### src/rtl/eq_run_detector_if.sv
// eq_run_detector_if
// Purpose: groups the sample-input handshake and the run-length event handshake
//          of eq_run_detector into one bundle.
// Signals:
//   in_valid  - a/b sample present (upstream -> detector)
//   a, b      - W-bit symbols to compare (upstream -> detector)
//   in_ready  - detector accepts a sample this cycle (detector -> upstream)
//   evt_valid - run-length event pending (detector -> downstream)
//   evt_len   - length of the finished locked run, saturated (detector -> downstream)
//   evt_ready - downstream accepts the event (downstream -> detector)
// Modports:
//   master - the environment driving samples and consuming events
//   slave  - the detector itself
interface eq_run_detector_if #(
  parameter int W     = 2,
  parameter int CNT_W = 8
);
  logic             in_valid;
  logic [W-1:0]     a;
  logic [W-1:0]     b;
  logic             in_ready;
  logic             evt_valid;
  logic [CNT_W-1:0] evt_len;
  logic             evt_ready;

  modport master (
    output in_valid, a, b, evt_ready,
    input  in_ready, evt_valid, evt_len
  );

  modport slave (
    input  in_valid, a, b, evt_ready,
    output in_ready, evt_valid, evt_len
  );
endinterface

### src/rtl/eq_run_detector.sv
// eq_run_detector
// Purpose: consumes (a, b) sample pairs, tracks the current run of consecutive
//          equal samples, raises locked once the run reaches RUN_LEN and, on the
//          mismatch that ends a locked run, offers the run length as a single
//          event over a valid/ready handshake.
// Parameters:
//   W       - symbol width of a and b
//   RUN_LEN - consecutive equal samples needed to lock (1 .. 2^CNT_W-1)
//   CNT_W   - width of the run counter, evt_len, match_total (and mismatch_cnt)
// Ports:
//   clk          - system clock, rising edge
//   reset        - synchronous, active-high reset
//   bus          - eq_run_detector_if.slave (in_valid/a/b/in_ready, evt_valid/evt_len/evt_ready)
//   locked       - current run >= RUN_LEN (registered)
//   match_total  - total accepted equal samples, wraps modulo 2^CNT_W
//   mismatch_cnt - accepted unequal samples, saturating; present only when
//                  EQ_RUN_DETECTOR_MISMATCH_CNT_EN is defined
// Optional feature macro: EQ_RUN_DETECTOR_MISMATCH_CNT_EN
module eq_run_detector #(
  parameter int W       = 2,
  parameter int RUN_LEN = 4,
  parameter int CNT_W   = 8
) (
  input  logic               clk,
  input  logic               reset,
  eq_run_detector_if.slave   bus,
  output logic               locked,
`ifdef EQ_RUN_DETECTOR_MISMATCH_CNT_EN
  output logic [CNT_W-1:0]   mismatch_cnt,
`endif
  output logic [CNT_W-1:0]   match_total
);

  typedef enum logic [1:0] {
    SEARCH = 2'd0,
    LOCKED = 2'd1,
    REPORT = 2'd2
  } state_t;

  localparam logic [CNT_W-1:0] CNT_MAX    = '1;
  localparam logic [CNT_W-1:0] RUN_TARGET = CNT_W'(RUN_LEN);

  state_t           state_reg;
  logic [CNT_W-1:0] run_reg;
  logic             locked_reg;
  logic             in_ready_reg;
  logic             evt_valid_reg;
  logic [CNT_W-1:0] evt_len_reg;
  logic [CNT_W-1:0] match_total_reg;

  logic             accept;
  logic             eq;
  logic [CNT_W-1:0] run_inc;

  // in_ready is registered and is low only in REPORT, so a sample offered
  // while an event is pending simply waits upstream.
  assign accept  = bus.in_valid && in_ready_reg;
  assign eq      = (bus.a == bus.b);
  // Saturating successor of the run counter; reused for the lock test so that
  // the lock condition looks at the value the counter is about to take.
  assign run_inc = (run_reg == CNT_MAX) ? run_reg : run_reg + 1'b1;

  always_ff @(posedge clk) begin
    if (reset) begin
      state_reg       <= SEARCH;
      run_reg         <= '0;
      locked_reg      <= 1'b0;
      in_ready_reg    <= 1'b1;
      evt_valid_reg   <= 1'b0;
      evt_len_reg     <= '0;
      match_total_reg <= '0;
    end else begin
      // Run and total counters follow every accepted sample regardless of state.
      if (accept) begin
        if (eq) begin
          run_reg         <= run_inc;
          match_total_reg <= match_total_reg + 1'b1;
        end else begin
          run_reg <= '0;
        end
      end

      case (state_reg)
        SEARCH: begin
          // Runs shorter than RUN_LEN end silently: run is cleared above.
          if (accept && eq && (run_inc == RUN_TARGET)) begin
            state_reg  <= LOCKED;
            locked_reg <= 1'b1;
          end
        end

        LOCKED: begin
          if (accept && !eq) begin
            // Capture the run length before the clear above takes effect.
            state_reg     <= REPORT;
            evt_len_reg   <= run_reg;
            evt_valid_reg <= 1'b1;
            locked_reg    <= 1'b0;
            in_ready_reg  <= 1'b0;
          end
        end

        REPORT: begin
          // No samples are accepted here, so run stays at 0 until we leave.
          if (bus.evt_ready) begin
            state_reg     <= SEARCH;
            evt_valid_reg <= 1'b0;
            in_ready_reg  <= 1'b1;
          end
        end

        default: begin
          state_reg     <= SEARCH;
          run_reg       <= '0;
          locked_reg    <= 1'b0;
          in_ready_reg  <= 1'b1;
          evt_valid_reg <= 1'b0;
        end
      endcase
    end
  end

`ifdef EQ_RUN_DETECTOR_MISMATCH_CNT_EN
  logic [CNT_W-1:0] mismatch_cnt_reg;

  always_ff @(posedge clk) begin
    if (reset) begin
      mismatch_cnt_reg <= '0;
    end else if (accept && !eq && (mismatch_cnt_reg != CNT_MAX)) begin
      mismatch_cnt_reg <= mismatch_cnt_reg + 1'b1;
    end
  end

  assign mismatch_cnt = mismatch_cnt_reg;
`endif

  assign bus.in_ready  = in_ready_reg;
  assign bus.evt_valid = evt_valid_reg;
  assign bus.evt_len   = evt_len_reg;
  assign locked        = locked_reg;
  assign match_total   = match_total_reg;

endmodule
### src/flat_wrapper.sv
// flat-port wrapper written by rule: the top's interface ports become plain ports
module eq_run_detector_flat 
#(
  parameter int W       = 2,
  parameter int RUN_LEN = 4,
  parameter int CNT_W   = 8
)
  (clk, reset, locked, match_total, bus_in_valid, bus_a, bus_b, bus_evt_ready, bus_in_ready, bus_evt_valid, bus_evt_len);
  eq_run_detector_if #(.W(W), .CNT_W(CNT_W)) bus_i ();
  input  logic clk;
  input  logic reset;
  output logic locked;
  output logic [CNT_W-1:0] match_total;
  input wire logic [$bits(bus_i.in_valid)-1:0] bus_in_valid;
  input wire logic [$bits(bus_i.a)-1:0] bus_a;
  input wire logic [$bits(bus_i.b)-1:0] bus_b;
  input wire logic [$bits(bus_i.evt_ready)-1:0] bus_evt_ready;
  output wire logic [$bits(bus_i.in_ready)-1:0] bus_in_ready;
  output wire logic [$bits(bus_i.evt_valid)-1:0] bus_evt_valid;
  output wire logic [$bits(bus_i.evt_len)-1:0] bus_evt_len;
  assign bus_i.in_valid = bus_in_valid;
  assign bus_i.a = bus_a;
  assign bus_i.b = bus_b;
  assign bus_i.evt_ready = bus_evt_ready;
  assign bus_in_ready = bus_i.in_ready;
  assign bus_evt_valid = bus_i.evt_valid;
  assign bus_evt_len = bus_i.evt_len;
  eq_run_detector #(.W(W), .RUN_LEN(RUN_LEN), .CNT_W(CNT_W)) u_core (.clk(clk), .reset(reset), .bus(bus_i), .locked(locked), .match_total(match_total));
endmodule
### config.mk
export PLATFORM = sky130hd
export DESIGN_NAME = eq_run_detector_flat
export DESIGN_NICKNAME = d
export VERILOG_FILES = /design/src/rtl/eq_run_detector_if.sv /design/src/rtl/eq_run_detector.sv /design/src/flat_wrapper.sv
export SDC_FILE = /design/constraint.sdc
export NUM_CORES = 1
export LEC_CHECK = 0
export BUFFER_PORTS_ARGS = -buffer_cell sky130_fd_sc_hd__clkbuf_2
export CAP_MARGIN = 20
export CORE_UTILIZATION = 40
export DETAILED_ROUTE_END_ITERATION = 6
export SYNTH_ARGS = -nofsm -noshare
export SYNTH_HDL_FRONTEND = slang
export SYNTH_SLANG_ARGS = --single-unit
### constraint.sdc
create_clock -name clk -period 1.71 [get_ports clk]
set_input_delay 0.171 -clock clk [delete_from_list [all_inputs] [get_ports clk]]
set_output_delay 0.171 -clock clk [all_outputs]
set_load 0.05 [all_outputs]
* Yosys cells after proc, flatten, opt, wreduce, memory -nomap -nowiden *
Index checks and enable logic that the tools add are counted.

cells by class
  add/subtract/negate cells = 2
  eq/ne operators = 8
  mux-type cells = 14
  bitwise gates (word level) = 3
  reduce and logical (&&, ||, !) cells = 13

operators by type and width
  operator             number
  $add 8x1->8 const B  2
  $mux 8               2
  $pmux 1 s3           3
  $reduce_and 3->1     3
  $eq 8x3->1 const B   1
  $eq 8x8->1 const B   1
  $mux 2               3
  $pmux 2 s3           1
  $mux 1               5
  $logic_and 1x1->1    4
  $ne 2x1->1 const B   2
  $reduce_and 2->1     2
  $not 1->1            3
  $reduce_or 3->1      1
  $eq 2x1->1 const B   1
  $eq 2x2->1           1
  $eq 2x2->1 const B   1
  $logic_not 2->1      1
  $ne 2x2->1 const B   1
  $reduce_or 2->1      1
  $logic_not 1->1      1

word-level totals
  bits in registers = 29
  input bits = 8
  output and inout bits = 19
  word-level logic and storage cells = 47

* Logic depth before layout (Yosys ltp) *
  depth after elaboration = 6
  gate-level depth with buffers = 7
  gate-level depth less buffers = 6

* Worst setup path before layout *
No wires, ideal clock.

  path kind = reg-to-reg
  start = register u_core.in_ready_reg (netlist: u_core.bus.in_ready)
  end = register u_core.locked_reg (netlist: u_core.locked)
  library setup time = 61 ps
  arrival = 1,786 ps
  data required time = 1,649 ps
  setup slack = -136 ps
  stages on the path, launching flop included = 6
  path buffers = 0
  clock period less this slack = 1,846 ps
  path through = dfxtp_1 > nand2_2 > nor3_4 > o2111ai_1 > a311oi_2 > a32o_2

between the ends
  longest elaborated chain between the ends = 5
  elaborated cells on any way between the ends = 7
  those cells by class = eq/ne: 2; reduce/logical: 5

RTL lines
  item                                   RTL line                source
  from (decl)                            eq_run_detector.sv:46   logic in_ready_reg;
  from (signal assigned)                 eq_run_detector.sv:68   in_ready_reg <= 1'b1;
  from (signal assigned)                 eq_run_detector.sv:99   in_ready_reg <= 1'b0;
  from (signal assigned)                 eq_run_detector.sv:108  in_ready_reg <= 1'b1;
  $logic_and 1x1->1 (*)                  eq_run_detector.sv:57   assign accept = bus.in_valid && in_ready_reg;
  $logic_and 1x1->1 (2 in a row)         eq_run_detector.sv:86   if (accept && eq && (run_inc == RUN_TARGET)) begin
  $ne 2x1->1 (no source line)            --
  $reduce_and 3->1 (no source line) (*)  --
  to (signal assigned)                   eq_run_detector.sv:88   locked_reg <= 1'b1;
  to (signal assigned)                   eq_run_detector.sv:98   locked_reg <= 1'b0;
  to (signal assigned)                   eq_run_detector.sv:115  locked_reg <= 1'b0;
  to (decl)                              eq_run_detector.sv:45   logic locked_reg;

Mark *: on every way between the ends. The rest lies on a longest branch, timed or not.
A chain may end at the register's enable or synchronous reset.

* Worst setup path after layout *
  start = register u_core.run_reg[0]
  end = register u_core.locked_reg (netlist: u_core.locked)

between the ends
  longest elaborated chain between the ends = 6
  elaborated cells on any way between the ends = 7
  those cells by class = add/sub: 1; eq/ne: 3; mux: 1; reduce/logical: 2

RTL lines
  item                                       RTL line               source
  from (decl)                                eq_run_detector.sv:44  logic [CNT_W-1:0] run_reg;
  from (signal assigned)                     eq_run_detector.sv:76  run_reg <= run_inc;
  $add 8x1->8 or $eq 8x8->1 (tied branches)  eq_run_detector.sv:61  assign run_inc = (run_reg == CNT_MAX) ? run_reg : run_reg + 1'b1;
  $mux 8 (*)                                 eq_run_detector.sv:61
  $eq 8x3->1 (*)                             eq_run_detector.sv:86
  $logic_and 1x1->1 (*)                      eq_run_detector.sv:86
  $ne 2x1->1 (no source line) (*)            --
  $reduce_and 3->1 (no source line) (*)      --

Marks and branches as above.

==> flow_summary.json <==
{
  "port_buffers": 26,
  "path_class": "flip-flop to flip-flop",
  "final_cell_mix": "26 x clkbuf_2, 25 x dfxtp_1, 24 x nor2_1",
  "grt_pass1_wl_um": 5690,
  "setup_viol": 0,
  "whs_ps": 82.6,
  "p_leak_nw": 0.687,
  "antenna_left": 0,
  "grt_pass1_vias": 1256,
  "yosys.area.top_type": "dfxtp_1",
  "rsz0062_at_grt": "no",
  "num-nets-final": 211,
  "h-tree-depth": 2,
  "first_pass_iters": 4,
  "core_area_um2": 3420,
  "clkTransAtPathRegs_ps": 100,
  "ctsLongestPathBuffers": 2,
  "viasPerCell": 5.41,
  "wirelength_met1_um": 1540,
  "drcViolationCount": 0,
  "area_delta_synth_final_pct": 19.0,
  "dp_slack_ps": 55.1,
  "synth-seq-cells": 29,
  "vias": 1342,
  "die_h_um": 62.5,
  "slew_violations": 0,
  "status": "finished, final reports clean",
  "io_pins": 27,
  "fin_setup_tns_ps": 0,
  "numClockSinks": 29,
  "maxSlewHeadroom_pct": 62.9,
  "drt_iter0_markers": 78,
  "power.total_w": 0.00120,
  "syn_area_um2": 1460,
  "grt_max_degree": 21,
  "critPathMaxFanout": 6,
  "cp_data_required_time_ps": 1990,
  "synth-edff-count": 0,
  "clk_latency_ps": 330,
  "yosys_most_used_dff": "dfxtp_1",
  "placed_cell_area_um2": 1670,
  "antenna_found_initial": 0,
  "yosys_warnings": 0,
  "ir_worst_vdd_mv": 0.327,
  "cts_tree": "done",
  "end_kind": "flip-flop",
  "syn_nets": 175,
  "async_flop_share_pct": 0,
  "hold_violations": 0,
  "drive_gt1_share_pct": 31.7,
  "cts_buffers": 5,
  "rows": 21,
  "fin_crit_ps": 1550,
  "worstSetupStartpointType": "flip-flop",
  "routed.top_layer": "met4",
  "ctsRootBufferMaster": "clkbuf_4",
  "dr_wl_met3_um": 177,
  "yosysUniqueCellTypes": 43,
  "yosys.area.top_type_share_pct": 39.7,
  "fin_area_um2": 1740,
  "hold_class": "input port to flip-flop",
  "crit_arrival_ps": 1830,
  "place.gp.congestion": 0.929,
  "synthTopCellsByArea": "dfxtp_1 40%, mux2i_1 6.2%, nor2_1 6.2%",
  "maxCapViolations": 0,
  "synth_area_per_cell_um2": 8.86,
  "final_common_cell": "clkbuf_2",
  "ys_seq_area_share_pct": 39.7,
  "n_antenna_cell": 0,
  "n_fill_cell": 337,
  "dp_hpwl_um": 2460,
  "grt-ovfl-total": 0,
  "worstMarginPinSlew_ps": 555,
  "fmax_mhz": 646,
  "netlist_instances": 165,
  "gr-usage-all-layers_pct": 18.3,
  "wl_um": 3390,
  "routedWlPerCell_um": 13.7,
  "timing.final.ws_setup_ps": 161,
  "skew_ps": 6.54,
  "wl_met2_um": 1620,
  "power.density_nw_per_um2": 687,
  "start_util_pct": 42.8,
  "fin_crit_sh_pct": 90.6,
  "die_w_um": 62.5,
  "dieArea_um2": 3900
}
==> logic make-up (layout without fill, tap and decap cells) <==
logic type	count (synthesis)	after routing	share of synthesized area [%]
DFF	29	29	39.7
adders and majority gates	2	2	1.71
xor gates and xnor gates	9	9	5.39
buffers and inverters	14	51	6.93
and+or+nand+nor	71	71	25.7
muxes	9	9	6.16
AOI/OAI and AO/OA	31	31	14.4
==> critical path, stage by stage (launching register included) <==
cell      delay (ps)
dfxtp_1          330
ha_2             190
and3_4           200
nor2_1            90
nand4_1          130
a311oi_2         370
a32o_2           180
==> timing repair <==
item,in CTS,in global routing
setup buffers,0,0
gates resized for setup,0,6
hold buffers,0,0
endpoints found under the setup margin,0,2
==> power breakdown <==
| part | total (W) | switching [W] | internal, W |
|---|---|---|---|
| clock network | 0.000404 | 0.000249 | 0.000155 |
| logic | 0.000109 | 0.0000702 | 0.0000383 |
| registers | 0.000683 | 0.00000439 | 0.000679 |
| total | 0.00120 | 0.000324 | 0.000872 |
==> path summary, 6_finish.rpt <==
path	start	to	slack, ps	cells past startpoint
worst min register to register	u_core.bus.evt_valid	u_core.bus.evt_valid	470	2
worst max register to register	u_core.run_reg[0]	u_core.locked	160	6
worst max-delay path	u_core.run_reg[0]	u_core.locked	160	6
worst min-delay path	reset	u_core.bus.in_ready	80	3
==> cell type report <==
cell class,count,area [um^2],share of cell area (%)
Timing Repair Buffer,42,250,14.4
Clock inverter,3,17.5,1.01
Clock buffer,5,37.5,2.16
Sequential cell,29,586,33.6
Multi-Input combinational cell,122,788,45.3
Tap cell,46,57.6,3.31
Inverter,1,3.75,0.216
==> cells in the mapped netlist, types with 2 or more instances <==
library cell	instances
dfxtp_1	29
nor2_1	24
a21oi_1	11
mux2i_1	9
nor3_1	9
nand2_1	8
nand3_1	8
xor2_1	7
nand4_1	6
a31oi_1	5
o21ai_0	4
buf_2	3
clkbuf_1	3
clkbuf_8	3
and3_1	2
buf_1	2
buf_6	2
ha_1	2
nand3b_1	2
nor3b_1	2
xnor2_1	2
==> metal layers <==
metal / vias up / track usage, %
met5: - / 0
met4: 0 / 8.14
met3: 6 / 5.29
met2: 41 / 29.3
met1: 631 / 22.7
li1: 664 / -
==> stage by stage <==
step	std cells	util, %
2_1_floorplan	165	-
3_3_place_gp	240	49.0
3_5_place_dp	240	49.0
6_report	248	51.0
4_1_cts	248	50.6
5_1_grt	248	51.0
Note: power is estimated with default switching activity, not from simulation.
